==> src/rtl/nxn_rr_wormhole_crossbar.sv <==
// Registered IN_N x OUT_M wormhole crossbar with per-output round-robin
// arbitration, head-to-tail output locking and a one-stage output register.
module nxn_rr_wormhole_crossbar #(
   parameter int  DATA_W = 10,
   parameter int  IN_N   = 5,
   parameter int  OUT_M  = 5,
   localparam int DST_W  = $clog2(OUT_M)
) (
   input  logic                    clk_i,
   input  logic                    rst_i,
   input  logic [IN_N*DATA_W-1:0]  data_i,
   input  logic [IN_N-1:0]         valid_i,
   output logic [IN_N-1:0]         ready_o,
   input  logic [IN_N*DST_W-1:0]   dst_i,
   output logic [OUT_M*DATA_W-1:0] data_o,
   output logic [OUT_M-1:0]        valid_o,
   input  logic [OUT_M-1:0]        ready_i,
   output logic [IN_N-1:0]         drop_o
);

   localparam int SEL_W = $clog2(IN_N);

   typedef enum logic {ST_IDLE, ST_LOCKED} state_t;
   typedef enum logic [1:0] {
      FLIT_BODY   = 2'b00,
      FLIT_HEAD   = 2'b01,
      FLIT_TAIL   = 2'b10,
      FLIT_SINGLE = 2'b11
   } flit_id_t;

   logic [DATA_W-1:0]       w_flit [IN_N];
   flit_id_t                w_id   [IN_N];
   logic [DST_W-1:0]        w_dst  [IN_N];
   logic [IN_N-1:0]         w_opens;
   logic [IN_N-1:0]         w_dst_ok;
   logic [IN_N-1:0]         w_owns;
   logic [IN_N-1:0]         w_drop;
   logic [IN_N-1:0]         w_ready;

   state_t                  r_state     [OUT_M];
   state_t                  w_state_nxt [OUT_M];
   logic [SEL_W-1:0]        r_owner     [OUT_M];
   logic [SEL_W-1:0]        w_owner_nxt [OUT_M];
   logic [SEL_W-1:0]        r_ptr       [OUT_M];
   logic [SEL_W-1:0]        w_ptr_nxt   [OUT_M];
   logic [SEL_W-1:0]        w_sel       [OUT_M];
   logic [OUT_M-1:0]        w_can_load;
   logic [OUT_M-1:0]        w_xfer;
   logic                    w_found;
   logic [SEL_W-1:0]        w_idx;

   logic [OUT_M-1:0]        r_valid;
   logic [OUT_M*DATA_W-1:0] r_data;
   logic [IN_N-1:0]         r_drop;

   // Per-input decode: flit fields, ownership of any locked output, drop detection
   always_comb begin
      w_owns = '0;
      for (int unsigned i = 0; i < IN_N; i++) begin
         w_flit[i]   = data_i[i*DATA_W +: DATA_W];
         w_id[i]     = flit_id_t'(data_i[i*DATA_W+DATA_W-2 +: 2]);
         w_dst[i]    = dst_i[i*DST_W +: DST_W];
         w_opens[i]  = (w_id[i] == FLIT_HEAD) || (w_id[i] == FLIT_SINGLE);
         w_dst_ok[i] = {1'b0, w_dst[i]} < (DST_W+1)'(OUT_M);
         for (int unsigned j = 0; j < OUT_M; j++) begin
            if ((r_state[j] == ST_LOCKED) && (r_owner[j] == SEL_W'(i))) w_owns[i] = 1'b1;
         end
         // an owner's head is forwarded on its locked output, never dropped
         w_drop[i] = valid_i[i] & w_opens[i] & ~w_owns[i] & ~w_dst_ok[i];
      end
   end

   // Per-output round-robin arbitration and wormhole lock next-state
   always_comb begin
      w_found = 1'b0;
      w_idx   = '0;
      for (int unsigned j = 0; j < OUT_M; j++) begin
         w_state_nxt[j] = r_state[j];
         w_owner_nxt[j] = r_owner[j];
         w_ptr_nxt[j]   = r_ptr[j];
         w_sel[j]       = r_owner[j];
         w_xfer[j]      = 1'b0;
         w_can_load[j]  = ~r_valid[j] | ready_i[j];
         w_found        = 1'b0;
         if (r_state[j] == ST_IDLE) begin
            // search ptr+1 .. ptr+IN_N so the last winner has lowest priority
            for (int unsigned k = 1; k <= IN_N; k++) begin
               w_idx = SEL_W'((32'(r_ptr[j]) + k) % IN_N);
               if (!w_found && valid_i[w_idx] && w_opens[w_idx] && !w_owns[w_idx] &&
                   (w_dst[w_idx] == DST_W'(j))) begin
                  w_found  = 1'b1;
                  w_sel[j] = w_idx;
               end
            end
            if (w_found && w_can_load[j]) begin
               w_xfer[j]    = 1'b1;
               w_ptr_nxt[j] = w_sel[j];
               if (w_id[w_sel[j]] == FLIT_HEAD) begin
                  w_state_nxt[j] = ST_LOCKED;
                  w_owner_nxt[j] = w_sel[j];
               end
            end
         end else begin
            if (valid_i[r_owner[j]] && w_can_load[j]) begin
               w_xfer[j] = 1'b1;
               if (w_id[r_owner[j]] == FLIT_TAIL) w_state_nxt[j] = ST_IDLE;
            end
         end
      end
   end

   // Input handshake: accepted when forwarded to an output or dropped
   always_comb begin
      w_ready = w_drop;
      for (int unsigned j = 0; j < OUT_M; j++) begin
         if (w_xfer[j]) w_ready[w_sel[j]] = 1'b1;
      end
   end

   assign ready_o = rst_i ? '0 : w_ready;
   assign valid_o = r_valid;
   assign data_o  = r_data;
   assign drop_o  = r_drop;

   // Output FSM state, lock owner and round-robin pointer registers
   always_ff @(posedge clk_i or posedge rst_i) begin
      if (rst_i) begin
         for (int unsigned j = 0; j < OUT_M; j++) begin
            r_state[j] <= ST_IDLE;
            r_owner[j] <= '0;
            r_ptr[j]   <= '0;
         end
      end else begin
         for (int unsigned j = 0; j < OUT_M; j++) begin
            r_state[j] <= w_state_nxt[j];
            r_owner[j] <= w_owner_nxt[j];
            r_ptr[j]   <= w_ptr_nxt[j];
         end
      end
   end

   // Output flit registers and registered drop pulse
   always_ff @(posedge clk_i or posedge rst_i) begin
      if (rst_i) begin
         r_valid <= '0;
         r_data  <= '0;
         r_drop  <= '0;
      end else begin
         r_drop <= w_drop;
         for (int unsigned j = 0; j < OUT_M; j++) begin
            if (w_xfer[j]) begin
               r_valid[j]                    <= 1'b1;
               r_data[j*DATA_W +: DATA_W]    <= w_flit[w_sel[j]];
            end else if (ready_i[j]) begin
               r_valid[j] <= 1'b0;
            end
         end
      end
   end

endmodule

==> config.mk <==
export PLATFORM = sky130hd
export DESIGN_NAME = nxn_rr_wormhole_crossbar
export DESIGN_NICKNAME = d
export VERILOG_FILES = /design/src/rtl/nxn_rr_wormhole_crossbar.sv
export SDC_FILE = /design/constraint.sdc
export NUM_CORES = 1
export LEC_CHECK = 0
export CELL_PAD_IN_SITES_DETAIL_PLACEMENT = 0
export CELL_PAD_IN_SITES_GLOBAL_PLACEMENT = 2
export CORE_MARGIN = 4
export CORE_UTILIZATION = 39
export CTS_BUF_LIST = sky130_fd_sc_hd__clkbuf_16
export CTS_CLUSTER_SIZE = 40
export DETAILED_ROUTE_END_ITERATION = 12
export PLACE_DENSITY_LB_ADDON = 0.1
export SETUP_SLACK_MARGIN = 0.3
export SYNTH_ARGS = -nofsm -noshare
export SYNTH_HDL_FRONTEND = slang
export SYNTH_SLANG_ARGS = --single-unit
export TNS_END_PERCENT = 10
==> constraint.sdc <==
create_clock -name clk_i -period 11.5 [get_ports clk_i]
set_clock_uncertainty 0.05 [all_clocks]
set_input_delay 2.3 -clock clk_i [delete_from_list [all_inputs] [get_ports clk_i]]
set_output_delay 2.3 -clock clk_i [all_outputs]
set_load 0.005 [all_outputs]
==> metrics.txt, run 1 <==
Final Max Slew Viols 0; startpoint class of the critical path primary input; most common cell after layout, fill and taps aside clkdlybuf4s50_1; global-route wire length before repair 97,800 um; commonest non-fill, non-tap cells in the layout clkdlybuf4s50_1, nor2_1, mux2i_1; Inserted Clock Buffers 9; clock insertion delay at the later pin of the skew report 380 ps; largest net degree at the start of global routing 54; ys flop type dfrtp_1; status complete, no violations; unrepaired setup endpoints after global routing no; flop and latch count out of synthesis 95; Vias 17,280; hold buffers post-CTS 0; Mapped Area 16,600 um2; crit path DAT 8340 ps; period utilization 0.930; nets 2,353; vias in the first global route 16,382; H-Tree Depth 3; Clock Pin Slew Worst Setup and Hold Paths 70 ps; share of cells above drive strength 1 0.0858; Period minus WS final 10,690 ps; DP Worst Slack 1020 ps; Fmax 0.0935 GHz; # rows 75; Syn. warnings 0; Top Ports 142; via density per instance 6.40; First-pass DRT Iterations 5; CP max FO 23; Worst EP required 9150 ps; DR WL/cell 23.4 um; CTS resizes 0; Worst-Margin Slew 1210 ps; CTS tree yes; core area 41,900 um2; HPWL Detailed 49,000 um; die area 45,900 um2; Worst setup EP type primary output; Post-Syn Nets 2,289; initial antenna violation count 6; path type of the worst setup path in -> out; Die Span Y 214 um; DR iter-0 viols 1,541; Rel. slew slack 0.182; synthesis-to-finish area growth 12.7%; FFs w/ async S/R, synth 1.00; drt drc 0; Initial Util 0.395; Max clock buf depth 2; ANT nets after route 0; Distinct cells, synth 114; die width 214 um; Final setup viols 0; worst setup margin 810 ps; total gr overflow 0; setup TNS 0 ps; Hold Fails Final Rpt 0; maxcap violations 0; Post-synth EDFFs 0; post-CTS setup buffer count 0; CTS root buffer clkbuf_16; Post-Syn Area per Cell 7.94 um2; global router's overall resource usage 0.262; cells after synthesis 2,088; Sink Count 95; drt total wl 63,300 um; sequential area share after synthesis 0.143; gpl congestion 0.955; HP Class reg -> reg; number of buffers added on ports 141
[cell type report]
class / count / area [um2]
inverters: 124 / 468
flip-flops and latches: 95 / 2380
repair buffers: 169 / 1620
diodes: 6 / 15.0
clock inverters: 7 / 73.8
fillers: 4240 / 23300
clock buffers: 9 / 225
well taps: 539 / 674
multi-input cells: 1753 / 13200
[routing by layer]
metal,track usage,vias up,part of all wire
met1,0.365,8381,0.46
met3,0.0400,109,0.060
li1,-,8182,-
met5,0,-,0
met4,0.0977,0,0.040
met2,0.412,608,0.44
[synth_stat cells (23+ instances only)]
cell type  instances  area (um2)
o21a_1            24         180
mux2_2            48         541
a22oi_1           42         315
o31ai_1           24         180
dfrtp_1           95        2380
nor2_1           137         514
or3_1             26         163
o22ai_1           24         150
inv_1            117         439
a21oi_1          104         521
o211ai_1          30         225
xnor2_1           39         342
nor4_1            23         144
nor2b_1           28         175
clkbuf_1          76         285
nand2b_1          61         382
nor3_1            45         225
nand3_1           55         275
nand2_1          123         462
ha_1             123        1540
buf_2             24         120
mux2i_1          130        1300
a31oi_1           25         156
and3_1            23         144
o21ai_0           79         395
[sequential cells by signal, indices dropped and copies added (netlist names)]
register,count
drop_o,5
r_owner,15
valid_o,5
r_ptr,15
data_o,50
r_state,5
[critical path, stage by stage]
cell and delay [ps]:
clkdlybuf4s50_1 820, nand2_1 150, a2111o_1 470, nor4_1 810, a2111oi_0 140, o221a_2 340
or4_4 580, nand4_1 200, o221ai_1 170, o22ai_2 380, mux2_4 490, nor3b_4 590
o41a_1 310, clkdlybuf4s50_1 540
[stage by stage]
stage,util,instance area (um2),hold slack [ps],std cells
detailed placement,0.438,18400,426,2680
CTS,0.445,18700,462,2696
global placement,0.438,18400,438,2680
global route,0.445,18700,498,2698
finish,0.445,18700,462,2702
floorplan,-,16600,430,2088
[final timing paths]
path	from	to	slack, ps	cells past startpoint
max in group asynchronous	rst_i	data_o[12]	7680	3
worst min-delay path	data_o[12]	data_o[12]	460	2
min in group asynchronous	rst_i	data_o[7]	2510	2
worst min register to register	data_o[12]	data_o[12]	460	2
worst max register to register	r_ptr[4]	data_o[32]	4160	21
worst max-delay path	data_i[8]	ready_o[4]	810	14
[cell families after synthesis]
kind of cell	count (synthesis)	synth area share
simple gates	721	0.248
mux	197	0.136
compound gates	663	0.293
flops	95	0.143
buf+inv	240	0.0595
xor+xnor	48	0.0267
fa+ha+maj	124	0.0940
Power of run 1 is not shown: default switching activity piles up to over one toggle a cycle in this logic, so the estimate is an artifact.
==> inputs of run 2 (changes only) <==
Clock period 11.5 ns to 13 ns, I/O delays scaled along.
==> metrics.txt, run 2 (synthesized netlist as in run 1, its figures left out) <==
Clock Pin Slew Worst Setup and Hold Paths 70 ps; status complete, no violations; busiest grt layer met2; startpoint class of the critical path primary input; Period minus WS final 11,270 ps; Vias 17,318; total gr overflow 0; hold buffers post-CTS 0; First-pass DRT Iterations 6; number of buffers added on ports 141; global router's overall resource usage 0.263; Worst setup EP type primary output; met1 usage 0.370; Hold Fails Final Rpt 0; Fmax 0.0887 GHz; most common cell after layout, fill and taps aside clkdlybuf4s50_1; global-route wire length before repair 98,100 um; clock insertion delay at the later pin of the skew report 360 ps; post-CTS setup buffer count 0; DR WL/cell 23.6 um; Rel. slew slack 0.147; period utilization 0.867; CTS resizes 0; initial antenna violation count 4; Final Max Slew Viols 0; via density per instance 6.43; drt total wl 63,600 um; DR iter-0 viols 1,452; vias in the first global route 16,267; synthesis-to-finish area growth 12.3%; core area 41,900 um2; CP cell instances clkdlybuf4s50_1, nand2_1, nor4_1, nand2_1, mux2_2, a2111oi_0, o21ai_1, nand4_1, o221ai_1, o22ai_2, mux2_4, nor3b_4, o41a_1, clkdlybuf4s50_1; HP Class reg -> reg; ANT nets after route 0; Sink Count 95; met3 usage 0.0383; maxcap violations 0; Final setup viols 0; HPWL Detailed 49,200 um; crit path DAT 8620 ps; CTS root buffer clkbuf_16; Initial Util 0.395; nets 2,346; Worst-Margin Slew 1260 ps; # rows 75; Inserted Clock Buffers 9; die width 214 um; Largest register FFs 50; commonest non-fill, non-tap cells in the layout clkdlybuf4s50_1, nor2_1, mux2i_1; grt met2 use 0.418; Worst EP required 10,350 ps; path type of the worst setup path in -> out; Max clock buf depth 2; largest net degree at the start of global routing 58; die area 45,900 um2; share of cells above drive strength 1 0.0823; drt drc 0; setup TNS 0 ps; slowest CP cell nor4_1; gpl congestion 0.959; Top Ports 142; unrepaired setup endpoints after global routing no; CTS tree yes; H-Tree Depth 3; crit-path max cell delay 860 ps; Die Span Y 214 um; CP delay by family, top simple AND/OR/NAND/NOR gates; CP max FO 23; worst path bufs/invs 2
-- run 2: cell types whose count changed in the layout (fill, tap and decap cells not counted) --
cell	previous run	this run
buf_4	28	21
clkinv_2	0	1
diode_2	6	4
inv_6	2	3
inv_8	2	0
xnor2_1	38	39
xnor2_2	2	1
-- run 2: worst paths after layout --
check / start / to / slack [ps] / cells after the start
max: data_i[38] / ready_o[4] / 1730 / 14
min: data_o[14] / data_o[14] / 470 / 2
max reg2reg: r_ptr[9] / data_o[19] / 5230 / 22
min reg2reg: data_o[14] / data_o[14] / 470 / 2
max in group asynchronous: rst_i / r_owner[2] / 8920 / 3
min in group asynchronous: rst_i / data_o[34] / 2750 / 2
-- run 2: metal layers --
metal  part of all wire  up-vias
li1                   -     8158
met2               0.44      616
met3              0.062      109
met4              0.032        2
met5            0.00019        -
met1               0.46     8433
-- run 2: cell type report --
class                      count  area (um2)
antenna                        4        10.0
inverter                     124         468
timing repair buffer         162        1570
tap                          539         674
fill                        4276       23300
clock buffer                   9         225
sequential                    95        2380
multi-input combinational   1753       13200
clock inverter                 7        65.1
-- run 2: through the flow --
stage / std cells / utilization / hold slack, ps / worst slack [ps] / instance area (um2)
floorplan: 2088 / - / 430 / 4050 / 16600
CTS: 2689 / 0.443 / 461 / 1880 / 18600
detailed placement: 2673 / 0.437 / 429 / 1890 / 18300
global route: 2690 / 0.443 / 486 / 1430 / 18600
global placement: 2673 / 0.437 / 450 / 1870 / 18300
finish: 2693 / 0.444 / 469 / 1730 / 18600
-- run 2: worst register-to-register path, stage by stage (launching register included) --
cell and delay, ps:
dfrtp_1 530, buf_4 290, ha_1 290, xnor2_1 760, inv_1 330, ha_1 350
nor3_1 370, o22ai_1 150, xnor2_1 570, ha_1 300, inv_1 40, o21ai_0 140
o31a_1 370, mux2_2 430, mux2i_1 150, a22oi_1 350, nand2_1 120, o311a_1 300
o21ai_0 500, o21a_1 610, mux2_2 410, a21oi_1 140, a21oi_1 90
Power of run 2 is left out for the same reason.
==> inputs of run 3 (changes only) <==
--- a/config.mk
+++ b/config.mk
@@ -14,4 +14,5 @@
 export DETAILED_ROUTE_END_ITERATION = 12
 export PLACE_DENSITY_LB_ADDON = 0.1
+export RECOVER_POWER = 50
 export SETUP_SLACK_MARGIN = 0.3
 export SYNTH_ARGS = -nofsm -noshare
--- a/constraint.sdc
+++ b/constraint.sdc
@@ -3,3 +3,3 @@
 set_input_delay 2.6 -clock clk_i [delete_from_list [all_inputs] [get_ports clk_i]]
 set_output_delay 2.6 -clock clk_i [all_outputs]
-set_load 0.005 [all_outputs]
+set_load 0.02 [all_outputs]
==> metrics.txt, run 3 (synthesized netlist as in run 1, its figures left out) <==
gpl congestion 0.956; share of cells above drive strength 1 0.0810; startpoint class of the critical path primary input; CP cell instances clkdlybuf4s50_1, nand2_1, nor4_1, nand2_1, mux2_2, a2111oi_0, o21ai_1, a2111oi_2, o32ai_1, o31a_1, and2_1, a21oi_1, o211ai_1, o31a_1, clkdlybuf4s50_1; maxcap violations 2; H-Tree Depth 3; core area 41,900 um2; unrepaired setup endpoints after global routing no; global router's overall resource usage 0.266; HP Class reg -> reg; Die Span Y 214 um; period utilization 0.875; clock insertion delay at the later pin of the skew report 360 ps; most common cell after layout, fill and taps aside nor2_1; total gr overflow 0; Worst setup EP type primary output; number of buffers added on ports 141; CTS root buffer clkbuf_16; crit path DAT 8720 ps; Vias 17,316; setup TNS 0 ps; Worst-Margin Slew 3450 ps; Top Ports 142; hold buffers post-CTS 0; DR iter-0 viols 1,531; worst setup margin 1630 ps; Fmax 0.0880 GHz; First-pass DRT Iterations 6; vias in the first global route 16,280; # rows 75; via density per instance 6.44; DR WL/cell 23.8 um; CP delay by family, top compound AO/OA/AOI/OAI gates; HPWL Detailed 49,300 um; die area 45,900 um2; global-route wire length before repair 98,800 um; Period minus WS final 11,370 ps; largest net degree at the start of global routing 59; drt drc 0; nets 2,344; post-CTS setup buffer count 0; CP max FO 12; CTS resizes 0; Initial Util 0.395; die width 214 um; initial antenna violation count 5; worst path bufs/invs 2; Hold Fails Final Rpt 0; Max clock buf depth 2; Sink Count 95; drt total wl 64,100 um; Final setup viols 0; path type of the worst setup path in -> out; commonest non-fill, non-tap cells in the layout nor2_1, mux2i_1, nand2_1, ha_1, inv_1; ANT nets after route 0; status finished, violations left; Clock Pin Slew Worst Setup and Hold Paths 80 ps; Rel. slew slack -1.30; Final Max Slew Viols 100; Largest register FFs 50; CTS tree yes; slowest CP cell a21oi_1; synthesis-to-finish area growth 12.1%; DP Worst Slack 1680 ps; Worst EP required 10,350 ps; filler cell count 4,220; Inserted Clock Buffers 9; crit-path max cell delay 860 ps; failing checks max-capacitance violations, max-slew violations
-- run 3: worst paths after layout --
path,endpoint,cells past startpoint,from,slack (ps)
max,ready_o[0],15,data_i[38],1630
min,data_o[12],2,data_o[12],460
max reg2reg,data_o[19],22,r_ptr[9],5400
min reg2reg,data_o[12],2,data_o[12],460
max in group asynchronous,data_o[41],3,rst_i,5690
min in group asynchronous,data_o[38],2,rst_i,3260
-- run 3: metal layers --
metal	part of all wire	wire length (um)	up-vias	track usage
met4	0.024	1560	4	0.0642
met1	0.47	29800	8423	0.379
met2	0.45	29000	649	0.428
met5	0.00034	22	-	0
li1	-	-	8145	-
met3	0.057	3660	95	0.0346
-- run 3: area by class of cell --
type | instances | area [um2] | share of cell area
antenna | 3 | 7.51 | 0.000404
clock buffer | 9 | 225 | 0.0121
clock inverter | 7 | 61.3 | 0.00330
inverter | 124 | 467 | 0.0251
multi-input combinational | 1753 | 13200 | 0.711
sequential | 95 | 2380 | 0.128
tap | 539 | 674 | 0.0363
timing repair buffer | 160 | 1550 | 0.0834
-- run 3: worst min-delay path, cell delays in order, from the launching register on --
cell and delay, ps:
dfrtp_1 360, nand2_1 50, o221ai_1 60
-- run 3: stage by stage --
| step | utilization | hold slack, ps | std cells | area (um2) |
|---|---|---|---|---|
| after global placement | 0.436 | 440 | 2671 | 18300 |
| after floorplan | - | 533 | 2088 | 16600 |
| after CTS | 0.443 | 470 | 2687 | 18600 |
| final | 0.443 | 462 | 2690 | 18600 |
| after global routing | 0.443 | 487 | 2688 | 18600 |
| after detailed placement | 0.436 | 432 | 2671 | 18300 |
Power of run 3 is left out for the same reason.
